**src/rtl/usb_fifo_writer.sv**
```systemverilog
// Drains the SDRAM read-port FIFO into the FX2 slave FIFO (sync, 16-bit, AUTOIN)
// through a 2-entry prefetch buffer; commits short packets with PKTEND.
module usb_fifo_writer #(
    parameter int          PKT_WORDS = 256,
    parameter int          TIMEOUT   = 1024,
    parameter logic [1:0]  EP_ADDR   = 2'b10
) (
    input  logic        clk_read,
    input  logic        rst,
    input  logic        tx_en,
    input  logic        rdf_empty,
    input  logic [15:0] rdf_dout,
    output logic        rdf_rdreq,
    input  logic        usb_full_n,
    output logic        usb_slwr_n,
    output logic        usb_pktend_n,
    output logic [15:0] usb_fd,
    output logic [1:0]  usb_fifoaddr,
    output logic        usb_sloe_n,
    output logic [31:0] tx_word_cnt
);
    localparam int PW = $clog2(PKT_WORDS) + 1;
    localparam int IW = $clog2(TIMEOUT);

    typedef enum logic [1:0] {IDLE, STREAM, COMMIT} state_t;

    state_t           r_state, w_next;
    logic [1:0][15:0] r_buf;
    logic             r_head;
    logic [1:0]       r_occ;
    logic             r_rd_pend;
    logic [PW-1:0]    r_pkt_cnt;
    logic [IW-1:0]    r_idle_cnt;

    logic             w_fire;
    logic [1:0]       w_proj;
    logic             w_tail;
    logic             w_drained;

    assign w_fire    = (r_state == STREAM) && (r_occ != 2'd0) && usb_full_n;
    // occupancy after this edge; a read is allowed only if room remains for its word
    assign w_proj    = r_occ + {1'b0, r_rd_pend} - {1'b0, w_fire};
    assign rdf_rdreq = ~rst & tx_en & ~rdf_empty & (w_proj <= 2'd1);
    assign w_tail    = r_head ^ r_occ[0];
    assign w_drained = (r_occ == 2'd0) && !r_rd_pend;

    assign usb_fifoaddr = EP_ADDR;
    assign usb_sloe_n   = 1'b1;

    always_comb begin
        w_next = r_state;
        case (r_state)
            // leaving on the in-flight word lets the first write fire as it lands
            IDLE:   if (r_occ != 2'd0 || r_rd_pend) w_next = STREAM;
            STREAM: begin
                if (r_pkt_cnt != '0 && w_drained &&
                    (r_idle_cnt == IW'(TIMEOUT - 1) || !tx_en))
                    w_next = COMMIT;
                else if (r_pkt_cnt == '0 && w_drained)
                    w_next = IDLE;
            end
            COMMIT: w_next = IDLE;
            default: w_next = IDLE;
        endcase
    end

    always_ff @(posedge clk_read) begin
        if (rst) begin
            r_state      <= IDLE;
            r_buf        <= '0;
            r_head       <= 1'b0;
            r_occ        <= 2'd0;
            r_rd_pend    <= 1'b0;
            r_pkt_cnt    <= '0;
            r_idle_cnt   <= '0;
            usb_slwr_n   <= 1'b1;
            usb_pktend_n <= 1'b1;
            usb_fd       <= 16'h0;
            tx_word_cnt  <= 32'h0;
        end else begin
            r_state      <= w_next;
            r_rd_pend    <= rdf_rdreq;
            r_occ        <= w_proj;
            usb_slwr_n   <= ~w_fire;
            usb_pktend_n <= ~(r_state == COMMIT);
            if (r_rd_pend)
                r_buf[w_tail] <= rdf_dout;
            if (w_fire) begin
                r_head      <= ~r_head;
                usb_fd      <= r_buf[r_head];
                tx_word_cnt <= tx_word_cnt + 32'd1;
                // FX2 auto-commits a full packet, so the count just wraps
                if (r_pkt_cnt == PW'(PKT_WORDS - 1))
                    r_pkt_cnt <= '0;
                else
                    r_pkt_cnt <= r_pkt_cnt + PW'(1);
            end else if (r_state == COMMIT) begin
                r_pkt_cnt <= '0;
            end
            if (w_fire || r_state == COMMIT)
                r_idle_cnt <= '0;
            else if (r_state == STREAM && r_pkt_cnt != '0 &&
                     r_idle_cnt != IW'(TIMEOUT - 1))
                r_idle_cnt <= r_idle_cnt + IW'(1);
        end
    end
endmodule

```
**config.mk**
```make
export PLATFORM = sky130hd
export DESIGN_NAME = usb_fifo_writer
export DESIGN_NICKNAME = d
export VERILOG_FILES = /design/src/rtl/usb_fifo_writer.sv
export SDC_FILE = /design/constraint.sdc
export NUM_CORES = 1
export LEC_CHECK = 0
export ABC_AREA = 0
export BUFFER_PORTS_ARGS = -buffer_cell sky130_fd_sc_hd__buf_2
export CAP_MARGIN = 20
export CORE_ASPECT_RATIO = 1.4
export CORE_MARGIN = 8
export CORE_UTILIZATION = 56
export CTS_CLUSTER_SIZE = 24
export DETAILED_ROUTE_END_ITERATION = 10
export HOLD_SLACK_MARGIN = 0.1
export PLACE_DENSITY = 0.8
export SETUP_SLACK_MARGIN = 0.2
export SLEW_MARGIN = 20
export SYNTH_ARGS = -nofsm -noshare
export SYNTH_HDL_FRONTEND = slang
export SYNTH_SLANG_ARGS = --single-unit
```
**constraint.sdc**
```tcl
create_clock -name clk_read -period 2.7 [get_ports clk_read]
set_input_delay 0.27 -clock clk_read [delete_from_list [all_inputs] [get_ports clk_read]]
set_output_delay 0.27 -clock clk_read [all_outputs]
set_load 0.03 [all_outputs]
```
# Word-level counts from Yosys, hierarchy flattened
# Index checks and enable logic that the tools add are counted.
totals:
  latch_bits: 0
  ramBits: 0
  word_cells: 71
  mem_bits_ro: 0
  output_inout_bits: 54
  memories: 0
  reg_bits: 107
classes:
  muxes: 12
  div_mod_pow: 0
  shift: 0
  multipliers: 0
  n_lt_le_gt_ge: 4
  n_reduce_logical: 22
  bitwise_logic: 9
  addsub: 5
  n_eq_ne: 7
op_table:
  columns: ["operator", "count"]
  rows:
  - ["$mux W16", 3]
  - ["$add A32 B1 Y32 const B", 1]
  - ["$bwmux W32", 1]
  - ["$mux W9", 3]
  - ["$demux W16 S1", 1]
  - ["$add A10 B1 Y10 const B", 1]
  - ["$eq A10 B10 Y1 const B", 1]
  - ["$ne A10 B10 Y1 const B", 1]
  - ["$add A9 B1 Y9 const B", 1]
  - ["$eq A9 B8 Y1 const B", 1]
  - ["$logic_and A1 B1 Y1", 9]
  - ["$logic_not A9 Y1", 1]
  - ["$reduce_bool A9 Y1", 1]
  - ["$mux W2", 3]
  - ["$not A1 Y1", 5]
  - ["$logic_not A2 Y1", 2]
  - ["$lt A1 B2 Y1 const B", 2]
  - ["$pmux W2 S2", 1]
  - ["$reduce_bool A2 Y1", 2]
  - ["$and A1 B1 Y1", 3]
  - ["$logic_or A1 B1 Y1", 3]
  - ["$ne A3 B1 Y1 const B", 1]
  - ["$add A2 B1 Y2", 1]
  - ["$eq A2 B1 Y1 const B", 1]
  - ["9 further kinds", 10]

# Logic depth before layout (Yosys ltp)
# Gate-level depths: netlist of the first run.
depth:
  depth_word: 6
  depth_mapped: 10
  mapped_depth_nobuf: 9

# Worst setup path after synthesis of the first run
# Ideal clock, no wire load.
synth_path:
  path_kind: "register to output"
  startpoint: "reg r_occ[0]"
  endpoint: "out rdf_rdreq"
  required_time_ns: 2.430
  path_stages_with_launch: 11
  slack_ns: -0.596
  arrival_time_ns: 3.026
  cell_sequence: "dfxtp_1 -> or2_2 -> nand2_1 -> clkinv_1 -> clkbuf_1 -> ha_1 -> inv_1 -> ha_1 -> xnor2_1 -> xnor2_1 -> nor4b_1"
synth_via:
  elab_chain_len: 6
  elab_cells_between_ends: 7
synth_lines:
  columns: ["item", "line", "text"]
  rows:
  - ["from (decl)", "30", "logic [1:0] r_occ;"]
  - ["from (signal assigned)", "83", "r_occ <= w_proj;"]
  - ["$reduce_bool A2 Y1", "40", "assign w_fire = (r_state == STREAM) && (r_occ != 2'd0) && usb_full_n;"]
  - ["$logic_and A1 B1 Y1 (2 in series)", "40", null]
  - ["named net w_fire", "35", "logic w_fire;"]
  - ["$sub A2 B1 Y2", "42", "assign w_proj = r_occ + {1'b0, r_rd_pend} - {1'b0, w_fire};"]
  - ["$le A2 B1 Y1", "43", "assign rdf_rdreq = ~rst & tx_en & ~rdf_empty & (w_proj <= 2'd1);"]
  - ["$and A1 B1 Y1", "43", null]
  - ["to (decl)", "13", "output logic rdf_rdreq,"]
# The timed path passes the listed nets, and every way through them passes these cells.

# Worst setup path after layout of the first run
layout_path:
  startpoint: "reg r_occ[1]"
  endpoint: "out rdf_rdreq"
layout_via:
  elab_chain_len: 6
  elab_cells_between_ends: 7
layout_lines:
  columns: ["item", "line"]
  rows:
  - ["parallel branches: the longest is 3 deep, another holds $add A2 B1 Y2", null]
  - ["$sub A2 B1 Y2 (*)", "42"]
  - ["$le A2 B1 Y1 (*)", "43"]
  - ["$and A1 B1 Y1 (*)", "43"]
# Every way passes the cells marked *.

==> impl_metrics.csv, run 1 <==
group,metric,value,unit
global_routing,gr-total-overflow,0,
yosys,synth_area,4802,um2
yosys,synth_cells,528,
routing,ant_nets,0,
global_routing,grt_pass1_wl,18.71,mm
finish,multiInputGateArea,2569,um2
global_routing,antenna_found_initial,0,
die,initial_core_util,56.78,%
setup_path,cp-start-kind,"flip-flop",
setup_path,cp.required,2.43,ns
clocking,clock_latency,0.35,ns
setup_path,endpoint_kind,"primary output",
yosys,synth-edff-count,0,
die,die_x,94.27,um
yosys,ys_types,48,
setup_path,critPathTopFamily,"simple AND/OR/NAND/NOR gates",
die,core_area,8458,um2
setup_path,worst-path-buf-inv,3,
yosys,synth_top_area_cell,"dfxtp_1",
finish,final_common_cell,"dfxtp_1",
routing,firstDrtPassIters,4,
placed_design,placed_area,5263,um2
yosys,yosysWarnings,0,
timing,finalCritPeriodShare,94.30,%
finish,seq_area,2151,um2
yosys,seq_area_frac_synth,44.61,%
clocking,cts_sinks,107,
timing,finalHoldViolations,0,
timing,worst_pin_slew,0.8674,ns
global_routing,grt.total_usage,19.28,%
run_status,status,"finished, final reports clean",
clocking,clock_path_buffers,2,
clocking,clk_pin_slew,0.07,ns
pwr,p_per_area,560.6,nW/um2
finish,final_cell_mix,"dfxtp_1, nor2_1, buf_2",
setup_path,cpMostUsedCell,"ha_4",
finish,design_area,5700,um2
timing,max_clock_freq,0.3928,GHz
yosys,syn_area_per_cell,9.095,um2
timing,rsz0062_at_grt,"true",
routing,remaining_drc_errors,0,
clocking,cts-root-buf,"clkbuf_16",
pwr,max-vdd-ir-drop,0.3981,mV
clocking,cts_tree,"yes",
routing,wl,11.28,mm
placed_design,place_congestion,0.8339,
finish,drive_above_1_share,21.59,%
global_routing,first_global_vias,4009,
timing,maxSlewHeadroom,41.92,%
finish,areaGrowthSynthToFinish,18.71,%
yosys,ys_ff_latch,107,
timing,tns,0,ns
placed_design,numPortBuffers,71,
finish,fillers,668,
setup_path,max_stage_delay,0.35,ns
hold_path,hp-class,"input port to flip-flop",
timing,clock-skew-final,0.01086,ns
routing,num_vias,4199,
placed_design,dp_hpwl,7.792,mm
setup_path,cp.arrival,2.28,ns
die,die_y,125.6,um
routing,wl_per_cell,15.95,um
finish,nets,624,
yosys,synthArstFlopShare,0,%
clocking,cts_buffers,9,
setup_path,slowest_stage,"dfxtp_4",
finish,antenna_cells,0,
routing,drt_iter0_drc,226,
die,rows,40,
die,io_pins,75,
setup_path,cp_max_fo,2,
yosys,synth.area.top_cells,"dfxtp_1, mux2i_1, nor2_1, a211oi_1, a21oi_1",
routing,vias_per_cell,5.939,
setup_path,crit_type,"flip-flop to primary output",
run,drv_cap,0,
global_routing,grt_max_degree,55,
timing,slew_violations,0,
timing,min_period,2.546,ns
clocking,h-tree-depth,3,
setup_path,crit_chain,"or2_4 > nand2_4 > clkinv_4 > ha_4 > inv_2 > ha_4 > xnor2_4 > xnor2_2 > nor4b_4 > buf_6",
pwr,leakagePower,2.386,nW
yosys,synth_top_area_share,44.61,%
yosys,synth_flop_cell,"dfxtp_1",
die,fp.dieArea,11840,um2
timing,setup_viol,0,
[worst register-to-register path, cell delays in order (launching register included)]
cell,delay [ns]
dfxtp_1,0.31
buf_4,0.15
nand3b_1,0.17
or4_1,0.72
nor4_1,0.39
mux2_2,0.37
[kinds of logic (layout without fill, tap and decap cells)]
kind of cell	count (synthesis)	after routing	share of synthesized area, %
and+or+nand+nor	213	213	23.27
DFF	107	107	44.61
AOI/OAI and AO/OA	89	89	12.32
muxes	57	57	12.12
buffers and inverters	41	114	3.596
xor gates and xnor gates	13	13	2.371
adders and majority gates	6	6	1.563
other	2	3	0.1564
[sequential cells by signal (all words and copies together), names as in the netlist]
name          cells
r_idle_cnt       10
r_state           2
usb_slwr_n        1
r_rd_pend         1
r_pkt_cnt         9
tx_word_cnt      32
r_occ             2
r_buf            32
usb_fd           16
r_head            1
usb_pktend_n      1
[cells in the mapped netlist, drive strengths merged (2+ instances only)]
cell type,number
xor2,6
nand4,10
nor2,71
a22o,4
a211oi,18
ha,6
inv,11
nand2b,2
nor4,10
o41ai,4
and3,7
nor4b,2
a21o,2
or3,12
o21ai,13
o21a,2
or2,6
nor3,4
conb,2
or4,14
o211ai,3
a21oi,26
nand3,23
mux2,9
buf,14
clkbuf,15
and4,5
mux2i,48
nor2b,11
and2,6
o311ai,3
dfxtp,107
xnor2,7
o31ai,11
nand2,24
[routing by layer]
metal / up-vias / GRT usage, % / routed length (um)
li1: 2051 / - / -
met1: 2018 / 21.80 / 4671
met2: 106 / 33.13 / 5793
met3: 24 / 3.593 / 558
met4: 0 / 9.653 / 256
met5: - / 0 / 0
[path summary, 6_finish.rpt]
kind	slack [ns]	depth (start not counted)	from	to
worst min-delay path	0.14	2	rdf_empty	r_rd_pend
worst min register to register	0.47	2	r_idle_cnt[8]	r_idle_cnt[8]
worst max register to register	0.47	5	r_state[1]	tx_word_cnt[26]
worst max-delay path	0.15	10	r_occ[1]	rdf_rdreq
[cell type report]
cell class / count / area share (%)
clock inverter: 6 / 1.690
timing repair buffer: 86 / 8.319
inverter: 12 / 0.8780
clock buffer: 10 / 4.017
multi-input combinational: 381 / 45.06
sequential: 107 / 37.73
tap: 105 / 2.305
[metrics by stage]
step	total power (W)	hold WS, ns	utilization [%]	setup WS, ns	cells
2_1_floorplan	0.001753	0.3493	-	0.2018	529
3_3_place_gp	0.001793	0.4525	62.22	0.3418	685
3_5_place_dp	0.001800	0.4604	62.22	0.2820	685
4_1_cts	0.003220	0.1311	67.40	0.1696	707
5_1_grt	0.003304	0.1449	67.40	0.09790	707
6_report	0.003196	0.1390	67.40	0.1540	707
[power by group]
group / internal, W / switching, W / leakage (nW) / total (W)
sequential: 0.00160 / 0.0000114 / 0.865 / 0.00161
combinational: 0.0000667 / 0.000103 / 1.37 / 0.000170
clock: 0.000824 / 0.000594 / 0.155 / 0.00142
[what timing repair did]
| action | 4_1_cts | 5_1_grt |
|---|---|---|
| pin swaps | 5 | 0 |
| resized for setup | 15 | 0 |
| buffers inserted | 6 | 0 |
| gates cloned | 0 | 0 |
| hold buffers | 0 | 0 |
| setup endpoints to repair | 1 | 1 |
Note: power is estimated with default switching activity, not from simulation.
==> inputs of run 2 (changes only) <==
--- a/config.mk
+++ b/config.mk
@@ -6,7 +6,7 @@
 export NUM_CORES = 1
 export LEC_CHECK = 0
 export ABC_AREA = 0
-export BUFFER_PORTS_ARGS = -buffer_cell sky130_fd_sc_hd__buf_2
+export BUFFER_PORTS_ARGS = -buffer_cell sky130_fd_sc_hd__buf_4
 export CAP_MARGIN = 20
 export CORE_ASPECT_RATIO = 1.4
 export CORE_MARGIN = 8
==> run 2 against run 1 <==
Worst hold slack got worse by 0.019 ns. Worst setup slack lost 0.016 ns. Fmax is 0.62% lower.
==> impl_metrics.csv, run 2 (synthesis gave the netlist of run 1 again) <==
group,metric,value,unit
die,die_x,94.27,um
finish,layoutNonFillerInstCount,704,
setup_path,max_stage_delay,0.35,ns
routing,wl,11.13,mm
die,die_y,125.6,um
setup_path,crit_type,"flip-flop to primary output",
finish,final_cell_mix,"dfxtp_1, buf_4, nor2_1",
die,core_area,8458,um2
placed_design,placed_area,5433,um2
timing,finalCritPeriodShare,94.88,%
timing,setup_viol,0,
pwr,p_sw,0.0007137,W
run_status,status,"finished, final reports clean",
finish,drive_above_1_share,21.37,%
placed_design,dp_hpwl,7.643,mm
setup_path,reg2reg_from,"r_state[1]",
timing,finalHoldViolations,0,
finish,antenna_cells,0,
timing,tns,0,ns
routing,remaining_drc_errors,0,
setup_path,critPathTopFamily,"simple AND/OR/NAND/NOR gates",
pwr,max-vdd-ir-drop,0.4971,mV
clocking,cts-root-buf,"clkbuf_16",
setup_path,cp.depth,10,
finish,seq_area,2155,um2
finish,utilization,68.65,%
clocking,cts_tree,"yes",
routing,wl_per_cell,15.82,um
timing,clock-skew-final,0.008207,ns
routing,vias_per_cell,5.999,
hold_path,whs_path_depth,2,
hold_path,hold_end,"r_state[1]",
clocking,clock_latency,0.35,ns
pwr,power.total,0.003009,W
routing,ant_nets,0,
setup_path,endpoint_kind,"primary output",
pwr,p_sw_share,23.72,%
finish,areaGrowthSynthToFinish,20.92,%
hold_path,min-delay-start,"tx_en",
routing,num_vias,4223,
global_routing,grt.total_usage,18.96,%
finish,design_area,5807,um2
clocking,clock_path_buffers,2,
finish,nets,622,
setup_path,worst-path-buf-inv,3,
global_routing,antenna_found_initial,0,
global_routing,grt_pass1_wl,18.63,mm
pwr,power.internal,0.002295,W
run,drv_cap,0,
setup_path,cpMostUsedCell,"ha_4",
placed_design,numPortBuffers,71,
die,rows,40,
setup_path,cp.required,2.43,ns
die,fp.dieArea,11840,um2
timing,slew_violations,0,
pwr,leakagePower,2.354,nW
global_routing,grt_max_degree,51,
setup_path,cp-start-kind,"flip-flop",
clocking,cts_sinks,107,
finish,fillers,656,
pwr,pwr-share-clk,40.6,%
global_routing,first_global_vias,4103,
setup_path,cp_max_fo,3,
hold_path,hp-class,"input port to flip-flop",
timing,worst_pin_slew,0.5862,ns
pwr,p_comb_share,6.0,%
setup_path,cp.arrival,2.29,ns
clocking,h-tree-depth,3,
die,initial_core_util,56.78,%
finish,final_common_cell,"dfxtp_1",
clocking,clk_pin_slew,0.07,ns
pwr,seqPwrFrac,53.4,%
timing,min_period,2.562,ns
finish,largest_registers,"r_buf: 32 flops, tx_word_cnt: 32 flops, usb_fd: 16 flops",
global_routing,gr-total-overflow,0,
setup_path,rrSetupSlack,0.43,ns
placed_design,place_congestion,0.8421,
routing,drt_iter0_drc,268,
die,io_pins,75,
clocking,hold_buffers,0,
setup_path,r2r_cells,5,
routing,firstDrtPassIters,4,
timing,max_clock_freq,0.3904,GHz
setup_path,crit_chain,"or2_4 > nand2_4 > clkinv_4 > ha_4 > inv_2 > ha_4 > xnor2_4 > xnor2_2 > nor4b_4 > buf_6",
timing,rsz0062_at_grt,"true",
timing,maxSlewHeadroom,60.56,%
clocking,cts_buffers,9,
pwr,p_per_area,518.2,nW/um2
placed_design,dp_cells,684,
finish,multiInputGateArea,2569,um2
setup_path,worstReg2RegEnd,"tx_word_cnt[28]",
setup_path,slowest_stage,"dfxtp_4",
==> run 2: cell count changes in the layout (fill, tap and decap cells not counted) <==
cell | before | now
clkinv_4 | 2 | 1
dfxtp_4 | 2 | 3
clkinvlp_4 | 1 | 4
bufinv_16 | 2 | 0
dfxtp_1 | 104 | 103
inv_8 | 1 | 0
buf_2 | 70 | 0
buf_4 | 15 | 83
==> run 2: per-stage QoR <==
| step | setup slack [ns] | hold slack, ns |
|---|---|---|
| floorplan | 0.2018 | 0.3493 |
| global placement | 0.3690 | 0.4543 |
| detailed placement | 0.3070 | 0.4595 |
| finish | 0.1383 | 0.1203 |
| CTS | 0.1547 | 0.1101 |
| global route | 0.08104 | 0.1084 |
==> run 2: power by group through the flow <==
stage	combinational (W)	clock, W	sequential (W)
after floorplan	0.000103	0	0.00165
after global placement	0.000160	0	0.00164
after detailed placement	0.000164	0	0.00165
after CTS	0.000177	0.00123	0.00161
after global routing	0.000194	0.00130	0.00161
final	0.000180	0.00122	0.00161
==> run 2: timing repair <==
| item | CTS | global route |
|---|---|---|
| endpoints found under the setup margin | 1 | 1 |
| gates resized for setup | 15 | 1 |
| setup buffers | 5 | 0 |
| pin swaps | 6 | 1 |
| gates cloned | 0 | 0 |
==> run 2: worst max-delay path by stage <==
| stage | startpoint | to |
|---|---|---|
| after floorplan | r_state[1] | rdf_rdreq |
| after global placement | r_state[1] | rdf_rdreq |
| after detailed placement | r_state[1] | rdf_rdreq |
| after CTS | r_occ[1] | rdf_rdreq |
| after global routing | r_occ[1] | rdf_rdreq |
| final | r_occ[1] | rdf_rdreq |
==> run 2: cell type report <==
class / instances / share of cell area, %
Sequential cell: 107 / 37.10
Tap cell: 105 / 2.262
Inverter: 12 / 0.8619
Clock buffer: 10 / 3.943
Clock inverter: 5 / 0.6680
Multi-Input combinational cell: 381 / 44.24
Timing Repair Buffer: 84 / 10.92
==> run 2: routing by layer <==
layer | vias to the layer above | wire [um] | GRT usage, %
li1 | 2049 | - | -
met1 | 2031 | 4692 | 21.50
met2 | 117 | 5581 | 32.14
met3 | 26 | 517 | 4.072
met4 | 0 | 342 | 9.466
met5 | - | 0 | 0
